$ cat config.mk
export PLATFORM = sky130hd
export DESIGN_NAME = pipe_seq_ctrl
export DESIGN_NICKNAME = d
export VERILOG_FILES = /design/src/rtl/pipe_seq_ctrl.sv
export SDC_FILE = /design/constraint.sdc
export NUM_CORES = 1
export LEC_CHECK = 0
export BUFFER_PORTS_ARGS = -buffer_cell sky130_fd_sc_hd__buf_2
export CAP_MARGIN = 20
export CORE_MARGIN = 2
export CORE_UTILIZATION = 55
export CTS_CLUSTER_SIZE = 10
export DETAILED_ROUTE_END_ITERATION = 10
export GPL_TIMING_DRIVEN = 1
export PLACE_DENSITY = 0.82
export SYNTH_ARGS = -nofsm -noshare
export SYNTH_HDL_FRONTEND = slang
export SYNTH_SLANG_ARGS = --single-unit
export TNS_END_PERCENT = 20
$ cat constraint.sdc
create_clock -name clk -period 5.66 [get_ports clk]
set_clock_uncertainty 0.1 [all_clocks]
set_input_delay 0.283 -clock clk [delete_from_list [all_inputs] [get_ports clk]]
set_output_delay 0.283 -clock clk [all_outputs]
set_load 0.1 [all_outputs]
$ cat src/rtl/pipe_seq_ctrl.sv
// Run-control sequencer for the five-stage pipeline.
// Owns the fetch PC, load/run/step/halt modes, branch redirect and flush.
module pipe_seq_ctrl #(
  parameter int ADDR_WIDTH = 9,
  parameter logic [ADDR_WIDTH-1:0] PC_LIMIT = 'h021,
  parameter int DRAIN_CYCLES = 3
) (
  input  logic                  clk,
  input  logic                  reset,
  input  logic                  load_mode,
  input  logic                  run_cmd,
  input  logic                  step_cmd,
  input  logic                  halt_cmd,
  input  logic [ADDR_WIDTH-1:0] start_pc,
  input  logic                  br_taken,
  input  logic [ADDR_WIDTH-1:0] br_target,
  output logic [ADDR_WIDTH-1:0] pc,
  output logic                  pipe_rst,
  output logic                  flush,
  output logic                  id_bubble,
  output logic                  busy,
  output logic                  done,
  output logic [2:0]            state,
  output logic [31:0]           fetch_cnt
);

  typedef enum logic [2:0] {
    S_IDLE  = 3'd0,
    S_RUN   = 3'd1,
    S_STEP  = 3'd2,
    S_DRAIN = 3'd3,
    S_LOAD  = 3'd4
  } state_t;

  localparam logic [7:0] DRAIN_INIT = 8'(DRAIN_CYCLES);

  state_t                  state_q, state_d;
  logic [ADDR_WIDTH-1:0]   pc_q, pc_d;
  logic [7:0]              drain_q, drain_d;
  logic [31:0]             cnt_q, cnt_d;
  logic                    id_bubble_q, id_bubble_d;
  logic                    fetch_en;
  logic                    at_limit;

  assign fetch_en = (state_q == S_RUN) || (state_q == S_STEP);
  assign at_limit = (state_q == S_RUN) && (pc_q == PC_LIMIT);

  // A branch from a bubbled ID slot is wrong-path and never redirects.
  assign flush = !reset && !load_mode && !halt_cmd &&
                 fetch_en && br_taken && !id_bubble_q;

  assign done = !reset && !load_mode &&
                (state_q == S_DRAIN) && (drain_q == 8'd1);

  always_comb begin
    state_d     = state_q;
    pc_d        = pc_q;
    drain_d     = drain_q;
    cnt_d       = fetch_en ? cnt_q + 32'd1 : cnt_q;
    id_bubble_d = !(fetch_en && !flush);
    if (load_mode) begin
      state_d = S_LOAD;
      pc_d    = '0;
      drain_d = '0;
    end else begin
      unique case (state_q)
        S_IDLE: begin
          if (run_cmd || step_cmd) begin
            state_d = run_cmd ? S_RUN : S_STEP;
            pc_d    = start_pc;
            cnt_d   = '0;
          end
        end
        S_RUN, S_STEP: begin
          if (flush) pc_d = br_target;
          else if (!halt_cmd && !at_limit) pc_d = pc_q + 1'b1;
          if (halt_cmd || state_q == S_STEP || (!flush && at_limit)) begin
            state_d = S_DRAIN;
            drain_d = DRAIN_INIT;
          end
        end
        S_DRAIN: begin
          drain_d = drain_q - 8'd1;
          if (drain_q <= 8'd1) state_d = S_IDLE;
        end
        S_LOAD: state_d = S_IDLE;
        default: state_d = S_IDLE;
      endcase
    end
  end

  always_ff @(posedge clk) begin
    if (reset) begin
      state_q     <= S_IDLE;
      pc_q        <= '0;
      drain_q     <= '0;
      cnt_q       <= '0;
      id_bubble_q <= 1'b1;
    end else begin
      state_q     <= state_d;
      pc_q        <= pc_d;
      drain_q     <= drain_d;
      cnt_q       <= cnt_d;
      id_bubble_q <= id_bubble_d;
    end
  end

  assign pc        = pc_q;
  assign state     = state_q;
  assign pipe_rst  = (state_q == S_LOAD);
  assign busy      = fetch_en || (state_q == S_DRAIN);
  assign id_bubble = id_bubble_q;
  assign fetch_cnt = cnt_q;

endmodule
==> run summary, run 1 <==
Syn Inst Count -> 372
die height -> 78.1 um
worst r2r dst -> fetch_cnt[26]
placer congestion estimate -> 0.848
Post-Layout Cell Count -> 500
first-pass GRT wire length -> 12600 um
Req. time, crit path -> 5.28 ns
share of cells above drive strength 1 -> 0.233
worst rel slew slack -> 0.383
PostCTS Resize Cnt -> 0
drt total wl -> 7470 um
#FFs+latches synth -> 53
top_reg_cell synth -> dfxtp_1
min cycle time layout -> 3.15 ns
critical path endpoint category -> output port
Fin. Hold Viols -> 0
Setup-failing EPs final -> 0
Post-layout nets -> 459
first drt pass iteration count -> 4
placed insts -> 492
setup total negative slack -> 0 ns
synth warn -> 0
worst hold path depth -> 2
worst-path fanout max -> 16
starting density of the core -> 0.581
Final period util -> 0.557
sum of buffers and inverters on the critical path -> 1
R2R Path Start -> state[1]
DRC -> 0
Slew Viols, Final -> 0
min-delay worst type -> input port to flop
Netlist Area Pre-Place -> 3020 um2
clock-pin slew on the worst setup and hold paths -> 0.09 ns
Hold-fix buffers, CTS -> 0
Worst Hold End -> state[2]
average size of a mapped cell -> 8.12 um2
Critical Path, Cell by Cell -> xor2_1, nand2_1, nor2_1, buf_2
LEAKAGE -> 1.31 nW
Via Count -> 3090
Area Overhead vs Synth -> 15.2%
row count -> 26
part of the Yosys area used for sequential elements -> 0.351
CP peak stage delay -> 0.66 ns
fraction of registers with async set/reset -> 0
Antenna Cells -> 0
wire length per cell -> 14.9 um
clock root cell -> clkbuf_8
CTS tree -> done
CP arrival -> 2.77 ns
largest net degree at the start of global routing -> 34
# clock sinks -> 53
vias in the first global route -> 2799
Port Buffer Count -> 73
Die Wd -> 78.1 um
clock buffer count from CTS -> 5
initial antenna violation count -> 0
CP Launch Type -> flop
worst setup path class -> flop to output port
DRT antenna net count -> 0
die footprint -> 6100 um2
Post-synth EDFFs -> 0
Final Util -> 0.669
fmax -> 317 MHz
slowest cell on the critical path -> xor2_1
Worst-Skew Late Latency -> 0.32 ns
# IOs -> 74
Worst Max-Slew Pin Slew -> 0.921 ns
fillers -> 461
Worst VDD drop -> 0.184 mV
H-tree levels -> 2
core area -> 5200 um2
P per Cell Area -> 209 nW/um2
1st-iter DRT viols -> 258
R2R depth -> 4
buffers inserted by post-CTS timing repair -> 0
synth unique cells -> 57
Mapped Nets -> 402
Worst path top cell family by delay -> simple AND/OR/NAND/NOR gates
HPWL reported at the end of detailed placement -> 5270 um
Hold Crit Start -> reset
CTS Buffer Depth -> 2
GRT Total Usage -> 0.248
worst reg-to-reg setup slack -> 2.90 ns
Via density -> 6.18
outcome -> complete, no violations
RSZ-0062 raised after global routing -> no
max-cap violations -> 0
gr ovfl total -> 0
[placed cells by master, fill, tap and decap left out, drive strengths merged, types with 3 or more instances in the layout]
cell | synthesis | layout
o21a | 4 | 4
inv | 11 | 12
nand3 | 16 | 16
nand2b | 3 | 3
or4 | 19 | 19
nand4 | 14 | 14
buf | 5 | 75
a211o | 3 | 3
nor4 | 6 | 6
xnor2 | 7 | 7
or3 | 12 | 12
xor2 | 7 | 7
ha | 5 | 5
a311oi | 3 | 3
o211ai | 4 | 4
nand2 | 26 | 26
and4 | 4 | 4
nor2 | 20 | 20
clkbuf | 20 | 6
nor3 | 14 | 14
a21oi | 32 | 32
and3 | 4 | 4
or2 | 3 | 3
o32a | 3 | 3
o31ai | 20 | 20
o21ai | 16 | 16
dfxtp | 53 | 53
a31oi | 8 | 8
[where the power goes]
part | internal [mW] | total (mW) | switching, mW
Combinational | 0.0304 | 0.119 | 0.0885
Clock | 0.0885 | 0.218 | 0.130
Sequential | 0.379 | 0.391 | 0.0119
Total | 0.498 | 0.728 | 0.230
[worst max path at each step]
stage / from / end / slack (ns) / depth (start not counted)
4_1_cts: state[1] / flush / 2.50 / 4
2_1_floorplan: state[1] / done / 1.24 / 6
6_report: state[1] / flush / 2.51 / 4
5_1_grt: state[1] / flush / 2.30 / 4
3_5_place_dp: state[1] / flush / 2.87 / 4
3_3_place_gp: state[1] / flush / 2.95 / 4
[cell families (layout without fill, tap and decap cells)]
logic type / Yosys count / count (layout) / share of synthesized area
AND/OR/NAND/NOR: 155 / 155 / 0.297
AO/OA/AOI/OAI: 108 / 108 / 0.238
flip-flops: 53 / 53 / 0.351
buffers and inverters: 36 / 94 / 0.0484
XOR/XNOR: 14 / 14 / 0.0406
adder cells (fa/ha/maj): 5 / 5 / 0.0207
multiplexers: 1 / 1 / 0.00373
[per-layer routing]
metal / routed length (um) / vias to the layer above / GRT usage
met2: 3580 / 95 / 0.420
met4: 36 / 0 / 0.0491
li1: - / 1535 / -
met5: 0 / - / 0
met1: 3370 / 1456 / 0.326
met3: 483 / 4 / 0.0563
[registers in the layout, indices dropped and copies added (netlist names)]
signal,flops
fetch_cnt,32
state,3
drain_q,8
id_bubble,1
pc,9
[worst reg2reg max path: cells and delay by family, from the launching register on]
kind	cells	cell delay, ns
and+or+nand+nor	2	1.15
xor gates and xnor gates	1	0.66
DFF	1	0.65
AOI/OAI and AO/OA	1	0.14
[cells in the mapped netlist (2+ instances only)]
cell / number / area (um2)
a211o_1: 3 / 26.3
a21oi_1: 29 / 145
a21oi_2: 3 / 26.3
a221oi_1: 2 / 17.5
a311oi_1: 3 / 26.3
a31oi_1: 8 / 50.1
and2_1: 2 / 12.5
and3_1: 4 / 25.0
and4_1: 4 / 35.0
buf_2: 3 / 15.0
clkbuf_1: 20 / 75.1
dfxtp_1: 53 / 1060
ha_1: 5 / 62.6
inv_1: 11 / 41.3
nand2_1: 26 / 97.6
nand2b_1: 3 / 18.8
nand3_1: 15 / 75.1
nand3b_1: 2 / 15.0
nand4_1: 14 / 87.6
nor2_1: 20 / 75.1
nor3_1: 14 / 70.1
nor4_1: 6 / 37.5
nor4b_1: 2 / 17.5
o211ai_1: 4 / 30.0
o21a_1: 4 / 30.0
o21ai_0: 16 / 80.1
o22ai_1: 2 / 12.5
o31ai_1: 20 / 150
o32a_1: 3 / 30.0
o32ai_1: 2 / 17.5
or2_2: 3 / 18.8
or3_1: 12 / 75.1
or4_1: 15 / 113
or4_4: 4 / 45.0
xnor2_1: 7 / 61.3
xor2_1: 7 / 61.3
[area by class of cell]
class | count | area (um2) | share of cell area
Multi-Input combinational cell | 283 | 1820 | 0.524
Clock buffer | 6 | 72.6 | 0.0208
Timing Repair Buffer | 75 | 380 | 0.109
Sequential cell | 53 | 1060 | 0.305
Clock inverter | 2 | 13.8 | 0.00395
Inverter | 11 | 41.3 | 0.0119
Tap cell | 70 | 87.6 | 0.0252
[through the flow]
step / worst slack, ns / power (mW) / hold WS [ns] / area [um2]
final: 2.51 / 0.728 / 0.0881 / 3480
after floorplan: 1.24 / 0.489 / 0.255 / 3020
after detailed placement: 2.87 / 0.518 / 0.351 / 3390
after global placement: 2.95 / 0.516 / 0.345 / 3390
after global routing: 2.30 / 0.757 / 0.0923 / 3480
after CTS: 2.50 / 0.733 / 0.0867 / 3480
Note: power is estimated with default switching activity, not from simulation.
==> run 2: changes to the inputs <==
- CORE_UTILIZATION: 55 -> 48
- PLACE_DENSITY: 0.82 -> 0.76
- clock period: 5.66 -> 2.7 ns (I/O delays scaled with it)
==> run summary, run 2 (same netlist as run 1, synthesis figures left out) <==
most frequent cells in the layout -> buf_2, dfxtp_1, a21oi_1, nand2_1, o31ai_1
Hold Crit Start -> br_target[2]
final instance area -> 3690 um2 (+5.9%)
fillers -> 548 (+19%)
max-cap violations -> 0 (unchanged)
worst-path fanout max -> 19 (+3)
Antenna Cells -> 0 (unchanged)
commonest non-fill, non-tap cell in the layout -> buf_2
H-tree levels -> 2 (unchanged)
LEAKAGE -> 1.38 nW (+6.0%)
Worst Hold End -> pc[2]
starting density of the core -> 0.504 (-0.0761)
# IOs -> 74 (unchanged)
Final Util -> 0.615 (-0.0533)
HPWL reported at the end of detailed placement -> 5620 um (+6.6%)
Overall Power -> 1.65 mW (+130%)
DRC -> 0 (unchanged)
P per Cell Area -> 447 nW/um2 (+110%)
Via density -> 6.18 (about the same)
Req. time, crit path -> 2.47 ns (-2.81 ns)
critical path endpoint category -> output port
outcome -> complete, no violations
sum of buffers and inverters on the critical path -> 3 (+2)
Post-Layout Cell Count -> 519 (+3.8%)
first-pass GRT wire length -> 13600 um (+7.5%)
Critical Path, Cell by Cell -> dlygate4sd3_1, buf_2, or4b_1, or2_2, nor2_4, buf_12
Worst-Skew Late Latency -> 0.31 ns (about the same)
Final period util -> 0.966
Worst Max-Slew Pin Slew -> 0.626 ns (-0.296 ns)
fmax -> 384 MHz
initial antenna violation count -> 0 (unchanged)
worst setup path class -> input port to output port
Setup-failing EPs final -> 0 (unchanged)
share of cells above drive strength 1 -> 0.248 (+0.0152)
min-delay worst type -> input port to flop
die height -> 83.3 um (+6.7%)
slowest cell on the critical path -> or4b_1
Worst path top cell family by delay -> simple AND/OR/NAND/NOR gates
core area -> 5990 um2 (+15%)
DP Area -> 3490 um2 (+2.7%)
CP peak stage delay -> 0.79 ns (+0.13 ns)
# clock sinks -> 53 (unchanged)
CTS tree -> done
worst r2r dst -> drain_q[7]
row count -> 28 (+7.7%)
placer congestion estimate -> 0.830 (-2.2%)
R2R depth -> 5 (+1)
vias in the first global route -> 2945 (+5.2%)
CP arrival -> 2.37 ns (-0.40 ns)
DRT antenna net count -> 0 (unchanged)
gr ovfl total -> 0 (unchanged)
min cycle time layout -> 2.61 ns
clock root cell -> clkbuf_8
Port Buffer Count -> 73 (unchanged)
GRT Total Usage -> 0.230 (-0.0182)
clock-pin slew on the worst setup and hold paths -> 0.09 ns (about the same)
die footprint -> 6950 um2 (+14%)
Fin. Hold Viols -> 0 (unchanged)
worst hold path depth -> 3 (+1)
buffers inserted by post-CTS timing repair -> 0 (unchanged)
placed insts -> 502 (+2.0%)
Via Count -> 3209 (+3.9%)
Slew Viols, Final -> 0 (unchanged)
1st-iter DRT viols -> 249 (-3.5%)
worst rel slew slack -> 0.581 (+0.198)
Die Wd -> 83.3 um (+6.7%)
first drt pass iteration count -> 8 (+4)
clock buffer count from CTS -> 5 (unchanged)
CTS Buffer Depth -> 2 (unchanged)
CP Launch Type -> input port
drt total wl -> 8020 um (+7.4%)
R2R Path Start -> pc[0]
RSZ-0062 raised after global routing -> no
max reg flops -> 32 (unchanged)
largest net degree at the start of global routing -> 33 (-2.9%)
wire length per cell -> 15.5 um (+3.4%)
Post-layout nets -> 473 (+3.1%)
Area Overhead vs Synth -> 22.0%
worst reg-to-reg setup slack -> 0.51 ns (-2.39 ns)
Worst VDD drop -> 0.230 mV (+25%)
## run 2: cell count changes in the layout (fill, tap and decap cells not counted), sizes merged
cell,before,now
buf,75,80
bufinv,0,1
dlygate4sd3,0,9
inv,12,11
## run 2: worst min-delay path: cells and delay by family
family	cells	cell delay (ns)
AOI/OAI and AO/OA	2	0.23
buffers and inverters	1	0.08
## run 2: timing repair
item	4_1_cts	5_1_grt
hold endpoints to repair	9	0
hold buffers	9	0
gates resized for setup	0	0
## run 2: how the worst max path moves through the flow
stage	startpoint	endpoint	slack, ns	cells past startpoint
floorplan	state[1]	done	-0.12	6
global placement	fetch_cnt[3]	fetch_cnt[27]	0.58	4
detailed placement	pc[0]	drain_q[6]	0.52	5
CTS	reset	flush	0.09	6
global route	reset	flush	0.01	6
finish	reset	flush	0.09	6
## run 2: per-stage QoR
stage	hold slack (ns)	setup slack (ns)	setup TNS, ns
after floorplan	0.107	-0.124	-0.754
after global placement	0.251	0.582	0
after detailed placement	0.260	0.520	0
after CTS	0.0775	0.0921	0
after global routing	0.0968	0.0114	0
final	0.0743	0.0927	0
## run 2: metal layers
layer,vias up,global-route usage,routed length [um]
met1,1526,0.305,3520
met5,-,0,0
li1,1561,-,-
met3,18,0.0408,460
met4,0,0.0760,148
met2,104,0.378,3900
## run 2: power breakdown
group          internal (mW)  total, mW  switching, mW
clock network          0.279      0.556          0.277
logic                 0.0790      0.273          0.194
registers              0.794      0.819         0.0252
## run 2: layout make-up
type / count / area, um2 / area share
tap: 75 / 93.8 / 0.0254
timing repair buffer: 89 / 523 / 0.142
inverter: 11 / 41.3 / 0.0112
clock buffer: 6 / 72.6 / 0.0197
clock inverter: 2 / 38.8 / 0.0105
multi-input combinational: 283 / 1850 / 0.503
sequential: 53 / 1060 / 0.288
